File: src/rtl/bus_codes_pkg.sv
// Shared bus code encoding for the datapath bus. Both the bus source mux and
// the destination loader import these constants so the two ends agree.
package bus_codes_pkg;

    localparam int DEFAULT_WIDTH = 8;
    // Codes 0..19 carry meaning; anything at or above this is a no-op.
    localparam int NUM_CODES     = 20;

    localparam logic [4:0] SEL_NONE = 5'd0;
    localparam logic [4:0] SEL_AC   = 5'd1;
    localparam logic [4:0] SEL_C3   = 5'd2;
    localparam logic [4:0] SEL_C2   = 5'd3;
    localparam logic [4:0] SEL_C1   = 5'd4;
    localparam logic [4:0] SEL_RN2  = 5'd5;
    localparam logic [4:0] SEL_RK2  = 5'd6;
    localparam logic [4:0] SEL_RM2  = 5'd7;
    localparam logic [4:0] SEL_RN1  = 5'd8;
    localparam logic [4:0] SEL_RK1  = 5'd9;
    localparam logic [4:0] SEL_RM1  = 5'd10;
    localparam logic [4:0] SEL_RT   = 5'd11;
    localparam logic [4:0] SEL_RP   = 5'd12;
    localparam logic [4:0] SEL_DR   = 5'd13;
    localparam logic [4:0] SEL_AR   = 5'd14;
    localparam logic [4:0] SEL_MEM  = 5'd15;
    localparam logic [4:0] SEL_RR   = 5'd16;
    localparam logic [4:0] SEL_RT4  = 5'd17;
    localparam logic [4:0] SEL_RL1  = 5'd18;
    localparam logic [4:0] SEL_RL2  = 5'd19;

    typedef enum logic {
        IDLE     = 1'b0,
        MEM_WAIT = 1'b1
    } mem_state_e;

    // True for codes that name a datapath register (MEM is not a register).
    function automatic logic is_reg_code(input logic [4:0] code);
        return (code >= SEL_AC) && (code <= SEL_RL2) && (code != SEL_MEM);
    endfunction

    // True for the counter/pointer registers that support increment.
    function automatic logic is_inc_code(input logic [4:0] code);
        return (code == SEL_AR) || (code == SEL_RP) || (code == SEL_C1) ||
               (code == SEL_C2) || (code == SEL_C3) || (code == SEL_AC);
    endfunction

endpackage

File: src/rtl/bus_mem_wr_fsm.sv
// One-outstanding memory write engine. Captures address/data when a MEM load
// is accepted and holds the request until the memory acknowledges.
//
// Handshake: the request is "valid" while state == MEM_WAIT; addr/data are
// held stable for the whole request. mem_wr_ack is the "ready": the transfer
// completes on the first rising edge where ack is sampled 1 with the request
// up. Ack with no request outstanding is ignored. A new MEM load is accepted
// only from IDLE, so writes are separated by at least one idle cycle.
module bus_mem_wr_fsm
    import bus_codes_pkg::*;
#(
    parameter int WIDTH = DEFAULT_WIDTH
) (
    input  logic             clk,
    input  logic             rst_n,
    input  logic             ld_mem,
    input  logic [WIDTH-1:0] bus_in,
    input  logic [WIDTH-1:0] ar,
    input  logic             mem_wr_ack,
    output mem_state_e       state,
    output logic [WIDTH-1:0] mem_wr_addr,
    output logic [WIDTH-1:0] mem_wr_data,
    output logic             ld_err
);

    mem_state_e       state_next;
    logic [WIDTH-1:0] addr_next;
    logic [WIDTH-1:0] data_next;
    logic             ld_err_next;

    // State register plus the address/data latches and the error pulse.
    always_ff @(posedge clk or negedge rst_n) begin
        if (!rst_n) begin
            state       <= IDLE;
            mem_wr_addr <= '0;
            mem_wr_data <= '0;
            ld_err      <= 1'b0;
        end else begin
            state       <= state_next;
            mem_wr_addr <= addr_next;
            mem_wr_data <= data_next;
            ld_err      <= ld_err_next;
        end
    end

    // Next state: accept MEM loads in IDLE, reject them while a write is pending.
    always_comb begin
        state_next  = state;
        addr_next   = mem_wr_addr;
        data_next   = mem_wr_data;
        ld_err_next = 1'b0;
        case (state)
            IDLE: begin
                if (ld_mem) begin
                    addr_next  = ar;
                    data_next  = bus_in;
                    state_next = MEM_WAIT;
                end
            end
            MEM_WAIT: begin
                if (ld_mem) begin
                    ld_err_next = 1'b1;
                end
                if (mem_wr_ack) begin
                    state_next = IDLE;
                end
            end
            default: state_next = IDLE;
        endcase
    end

endmodule

File: src/rtl/bus_dest_loader.sv
// Destination side of the shared datapath bus: decodes the destination code,
// loads the selected register, increments counter/pointer registers and hands
// MEM-code writes to the memory write engine.
module bus_dest_loader
    import bus_codes_pkg::*;
#(
    parameter int WIDTH = DEFAULT_WIDTH
) (
    input  logic             clk,
    input  logic             rst_n,
    input  logic [WIDTH-1:0] bus_in,
    input  logic [4:0]       dest_sel,
    input  logic             ld,
    input  logic             inc,
    input  logic [4:0]       inc_sel,
    input  logic             mem_wr_ack,
    output logic [WIDTH-1:0] ac,
    output logic [WIDTH-1:0] c3,
    output logic [WIDTH-1:0] c2,
    output logic [WIDTH-1:0] c1,
    output logic [WIDTH-1:0] rn2,
    output logic [WIDTH-1:0] rk2,
    output logic [WIDTH-1:0] rm2,
    output logic [WIDTH-1:0] rn1,
    output logic [WIDTH-1:0] rk1,
    output logic [WIDTH-1:0] rm1,
    output logic [WIDTH-1:0] rt,
    output logic [WIDTH-1:0] rp,
    output logic [WIDTH-1:0] dr,
    output logic [WIDTH-1:0] ar,
    output logic [WIDTH-1:0] rr,
    output logic [WIDTH-1:0] rt4,
    output logic [WIDTH-1:0] rl1,
    output logic [WIDTH-1:0] rl2,
    output logic             mem_wr_req,
    output logic [WIDTH-1:0] mem_wr_addr,
    output logic [WIDTH-1:0] mem_wr_data,
    output logic             busy,
    output logic             ld_err,
    output logic [2:0]       cnt_zero
);

    // Register bank indexed by bus code; slot SEL_MEM is never loaded.
    logic [WIDTH-1:0]     regs [1:NUM_CODES-1];
    logic [NUM_CODES-1:1] load_en;
    logic [NUM_CODES-1:1] inc_en;
    logic                 ld_mem;
    mem_state_e           mem_state;

    // Per-register load/increment enables; a load to the same target wins.
    always_comb begin
        load_en = '0;
        inc_en  = '0;
        for (int i = 1; i < NUM_CODES; i++) begin
            load_en[i] = ld && (dest_sel == 5'(i)) && is_reg_code(5'(i));
            inc_en[i]  = inc && (inc_sel == 5'(i)) && is_inc_code(5'(i)) && !load_en[i];
        end
    end

    // Register bank update: load from bus or increment modulo 2^WIDTH.
    always_ff @(posedge clk or negedge rst_n) begin
        if (!rst_n) begin
            for (int i = 1; i < NUM_CODES; i++) begin
                regs[i] <= '0;
            end
        end else begin
            for (int i = 1; i < NUM_CODES; i++) begin
                if (load_en[i]) begin
                    regs[i] <= bus_in;
                end else if (inc_en[i]) begin
                    regs[i] <= regs[i] + WIDTH'(1);
                end
            end
        end
    end

    assign ld_mem = ld && (dest_sel == SEL_MEM);

    bus_mem_wr_fsm #(
        .WIDTH (WIDTH)
    ) u_mem_wr_fsm (
        .clk         (clk),
        .rst_n       (rst_n),
        .ld_mem      (ld_mem),
        .bus_in      (bus_in),
        .ar          (regs[SEL_AR]),
        .mem_wr_ack  (mem_wr_ack),
        .state       (mem_state),
        .mem_wr_addr (mem_wr_addr),
        .mem_wr_data (mem_wr_data),
        .ld_err      (ld_err)
    );

    // Request and busy both mean "a write is outstanding".
    assign mem_wr_req = (mem_state == MEM_WAIT);
    assign busy       = (mem_state == MEM_WAIT);

    assign ac  = regs[SEL_AC];
    assign c3  = regs[SEL_C3];
    assign c2  = regs[SEL_C2];
    assign c1  = regs[SEL_C1];
    assign rn2 = regs[SEL_RN2];
    assign rk2 = regs[SEL_RK2];
    assign rm2 = regs[SEL_RM2];
    assign rn1 = regs[SEL_RN1];
    assign rk1 = regs[SEL_RK1];
    assign rm1 = regs[SEL_RM1];
    assign rt  = regs[SEL_RT];
    assign rp  = regs[SEL_RP];
    assign dr  = regs[SEL_DR];
    assign ar  = regs[SEL_AR];
    assign rr  = regs[SEL_RR];
    assign rt4 = regs[SEL_RT4];
    assign rl1 = regs[SEL_RL1];
    assign rl2 = regs[SEL_RL2];

    assign cnt_zero = {(c3 == '0), (c2 == '0), (c1 == '0)};

endmodule

File: config.mk
export PLATFORM = sky130hd
export DESIGN_NAME = bus_dest_loader
export DESIGN_NICKNAME = d
export VERILOG_FILES = /design/src/rtl/bus_codes_pkg.sv /design/src/rtl/bus_mem_wr_fsm.sv /design/src/rtl/bus_dest_loader.sv
export SDC_FILE = /design/constraint.sdc
export NUM_CORES = 1
export LEC_CHECK = 0
export BUFFER_PORTS_ARGS = -buffer_cell sky130_fd_sc_hd__buf_2
export CAP_MARGIN = 20
export CORE_MARGIN = 3
export CORE_UTILIZATION = 48
export DETAILED_ROUTE_END_ITERATION = 7
export PLACE_DENSITY_LB_ADDON = 0.1
export SLEW_MARGIN = 20
export SYNTH_ARGS = -nofsm -noshare
export SYNTH_HDL_FRONTEND = slang
export SYNTH_SLANG_ARGS = --single-unit
File: constraint.sdc
create_clock -name clk -period 3.3 [get_ports clk]
set_clock_uncertainty 0.15 [all_clocks]
set_input_delay 0.66 -clock clk [delete_from_list [all_inputs] [get_ports clk]]
set_output_delay 0.66 -clock clk [all_outputs]
set_load 0.05 [all_outputs]
Yosys cells after proc, flatten, opt, wreduce, memory -nomap -nowiden
Cells that the tools add are included.

storage, ports and cells
  bits in registers = 162
  input port bits = 23
  output and inout port bits = 166
  logic and storage cells = 117

operators by class
  add/subtract/negate cells = 6
  equal/unequal tests = 25
  muxes and demuxes = 16
  bitwise gates (word level) = 1
  reduce and logical (&&, ||, !) cells = 47

operator list
  cell                 number
  $mux 8               12
  $eq 5x4->1 const B   10
  $add 8x1->8 const B  6
  $logic_and 1x1->1    31
  $eq 5x3->1 const B   5
  $logic_not 8->1      3
  $eq 5x2->1 const B   4
  $eq 5x5->1 const B   4
  $reduce_bool 2->1    6
  $eq 5x1->1 const B   2
  $logic_not 1->1      6
  $mux 1               3
  $pmux 1 s2           1
  $reduce_and 2->1     1
  $not 1->1            1

Longest topological paths before layout
  depth in word-level cells = 6
  mapped depth = 7
  gate-level depth less buffers = 5

By module
A second synthesis with hierarchy kept.

second synthesis, totals
  cells, all modules = 596
  area, all modules = 7322.0 sq um

modules (own cells, without submodules)
  module           instances  cells each  area an instance (sq um)  seq. area each (sq um)
  bus_dest_loader  1          556         6597.6                    3603.5
  bus_mem_wr_fsm   1          40          724.4                     450.4

Least setup slack after synthesis
OpenSTA, ideal clock, no wires.

  path kind = register to output
  start = register regs (netlist bit c2[0])
  end = output port cnt_zero[1]
  arrival time = 2901 ps
  data required time = 2490 ps
  slack = -411 ps
  stages on the path, launching flop included = 5
  path buffers = 0
  cell sequence = dfrtp_1 inv_1 ha_1 or4b_2 nor4_1

on the way
  cells in the longest elaborated chain, start to end = 1

RTL lines
  item                               line                    text
  from (decl)                        bus_dest_loader.sv:44   logic [WIDTH-1:0] regs [1:NUM_CODES-1];
  from (signal, indexed assignment)  bus_dest_loader.sv:69   regs[i] <= bus_in;
  from (signal, indexed assignment)  bus_dest_loader.sv:71   regs[i] <= regs[i] + WIDTH'(1);
  $logic_not 8->1                    bus_dest_loader.sv:117  assign cnt_zero = {(c3 == '0), (c2 == '0), (c1 == '0)};
  to (decl)                          bus_dest_loader.sv:40   output logic [2:0] cnt_zero

Every way passes these cells.

Final worst setup path
  start = register regs (netlist bit c3[0])
  end = output port cnt_zero[2]

The elaborated chain is that of the path after synthesis.

==> impl_metrics.json <==
{
  "place_area_um2": 8360,
  "whs_ns": 0.0803,
  "slowest_delay_ns": 0.61,
  "rsz0062_at_grt": "no",
  "worstPathArrival_ns": 2.14,
  "coreArea_um2": 14600,
  "cts_resized": 0,
  "drt_iter0_drc": 287,
  "grt_pass1_vias": 5438,
  "finalHoldViolCount": 0,
  "grt_pass1_wl_mm": 29.8,
  "end_kind": "output port",
  "post-place-cells": 934,
  "drive_gt1_share_pct": 45.4,
  "layout.cells.non_filler": 966,
  "layout.nets": 801,
  "p_total_mw": 7.88,
  "worstSetupPathType": "reg2out",
  "die_area_um2": 16600,
  "setup_ws_ns": 0.353,
  "syn_inst": 590,
  "clkSinkCount": 162,
  "clkTransAtPathRegs_ns": 0.06,
  "antenna_found_initial": 0,
  "cts_tree": "yes",
  "port_buffers": 188,
  "syn-cell-area_um2": 7230,
  "clock_path_buffers": 2,
  "period_minus_slack_ns": 2.95,
  "slew_violations": 0,
  "post-route-period-util_pct": 89.3,
  "final_util_pct": 61.1,
  "ys_types": 43,
  "dieWidth_um": 129,
  "syn_avg_cell_area_um2": 12.3,
  "grt_max_degree": 68,
  "path_cells": "inv_1 > ha_1 > or4b_2 > nor4_2 > buf_2",
  "hpwl_mm": 13.1,
  "slowest_stage": "or4b_2",
  "peakVddDrop_uv": 435,
  "ant_nets": 0,
  "drc": 0,
  "hold_buffers": 0,
  "ys_warn_count": 0,
  "drt-pass1-iter-count": 6,
  "final_common_cell": "buf_2",
  "crit_buf_inv": 2,
  "setup_tns_ns": 0,
  "gp_routability_congestion": 0.848,
  "required_ns": 2.49,
  "vias_per_cell": 5.41,
  "synth_area_leaders": "dfrtp_1 56%, mux2_2 17%, xnor2_1 2.4%",
  "slew_headroom_pct": 49.2,
  "post_cts.repair.setup_buffers": 0,
  "num_rows": 44,
  "path_delay_family": "simple AND/OR/NAND/NOR gates",
  "clock_latency_ns": 0.42,
  "async_flop_share_pct": 100,
  "hp-class": "in2async",
  "fin_area_um2": 8940,
  "crit_path_start_kind": "register",
  "wl_per_cell_um": 19.6,
  "synth_edf_count": 0,
  "worstPathMaxFanout": 4,
  "via_count": 5225,
  "cts-root-buf": "clkbuf_16",
  "syn-num-nets": 622,
  "maxCapViolations": 0,
  "n_antenna_cell": 0,
  "overflow": 0,
  "htreeDepth": 4,
  "io_pins": 189,
  "synth_seq_cells": 162,
  "seq_area_frac_synth_pct": 56.0,
  "p_leak_nw": 4.36,
  "layout_common_cells": "187 x buf_2, 162 x dfrtp_1, 112 x mux2_2",
  "fmax_mhz": 339,
  "powerDensity_nw_per_um2": 881,
  "worst_slew_pin_slew_ns": 0.760,
  "status": "finished clean",
  "dp_slack_ns": 0.726,
  "start_util_pct": 49.4,
  "track_usage_pct": 23.4,
  "die_h_um": 129,
  "synth_top_area_share_pct": 56.0,
  "area.growth.synth_to_final_pct": 23.6,
  "cts_buffers": 17,
  "synth_flop_cell": "dfrtp_1",
  "setup_violations": 0,
  "synth_top_area_cell": "dfrtp_1",
  "wl_mm": 19.0
}
kinds of logic after synthesis:
group / share of synthesized area (%)
AO/OA/AOI/OAI: 3.63
XOR/XNOR: 4.84
adder cells (fa/ha/maj): 1.56
buffers and inverters: 2.53
flip-flops: 56.0
multiplexers: 18.3
AND/OR/NAND/NOR: 13.1
report_power, final:
group          internal [mW]  switching [mW]  leakage (nW)
registers               2.45           0.404          2.04
logic                  0.776            2.31          2.04
clock network           1.15           0.784         0.285
worst paths after layout:
path	from	depth (start not counted)	end	slack (ns)
worst max register to register	ac[0]	4	ac[7]	1.57
worst min-delay path	rst_n	1	c2[7]	0.08
worst max-delay path	c3[0]	5	cnt_zero[2]	0.35
worst min register to register	rk2[1]	1	rk2[1]	0.35
min in group clk	mem_wr_ack	2	u_mem_wr_fsm.state	0.26
max in group asynchronous	rst_n	2	u_mem_wr_fsm.mem_wr_data[3]	2.14
layout make-up:
type / instances / area [µm²]
clock buffers: 19 / 453
clock inverters: 13 / 134
fillers: 1196 / 5700
inverters: 8 / 30.0
multi-input cells: 384 / 3020
flip-flops and latches: 162 / 4050
well taps: 184 / 230
repair buffers: 196 / 1020
layer usage:
layer  wire [µm]  global-route usage (%)  up-vias
met4         368                    8.34        0
met5           0                       0        -
li1            -                       -     2428
met1        7670                    28.7     2601
met2        9560                    39.1      166
met3        1380                    7.56       30
synth_stat cells (9+ instances only):
cell type,n
mux2_2,112
nor2_1,39
o21ai_0,13
ha_1,9
xnor2_1,20
dfrtp_1,162
nor3_1,11
nand4_1,14
clkbuf_1,23
a21oi_1,32
nand2_1,36
xor2_1,20
nand3_1,15
No activity file was read; power rests on OpenSTA's default activity.
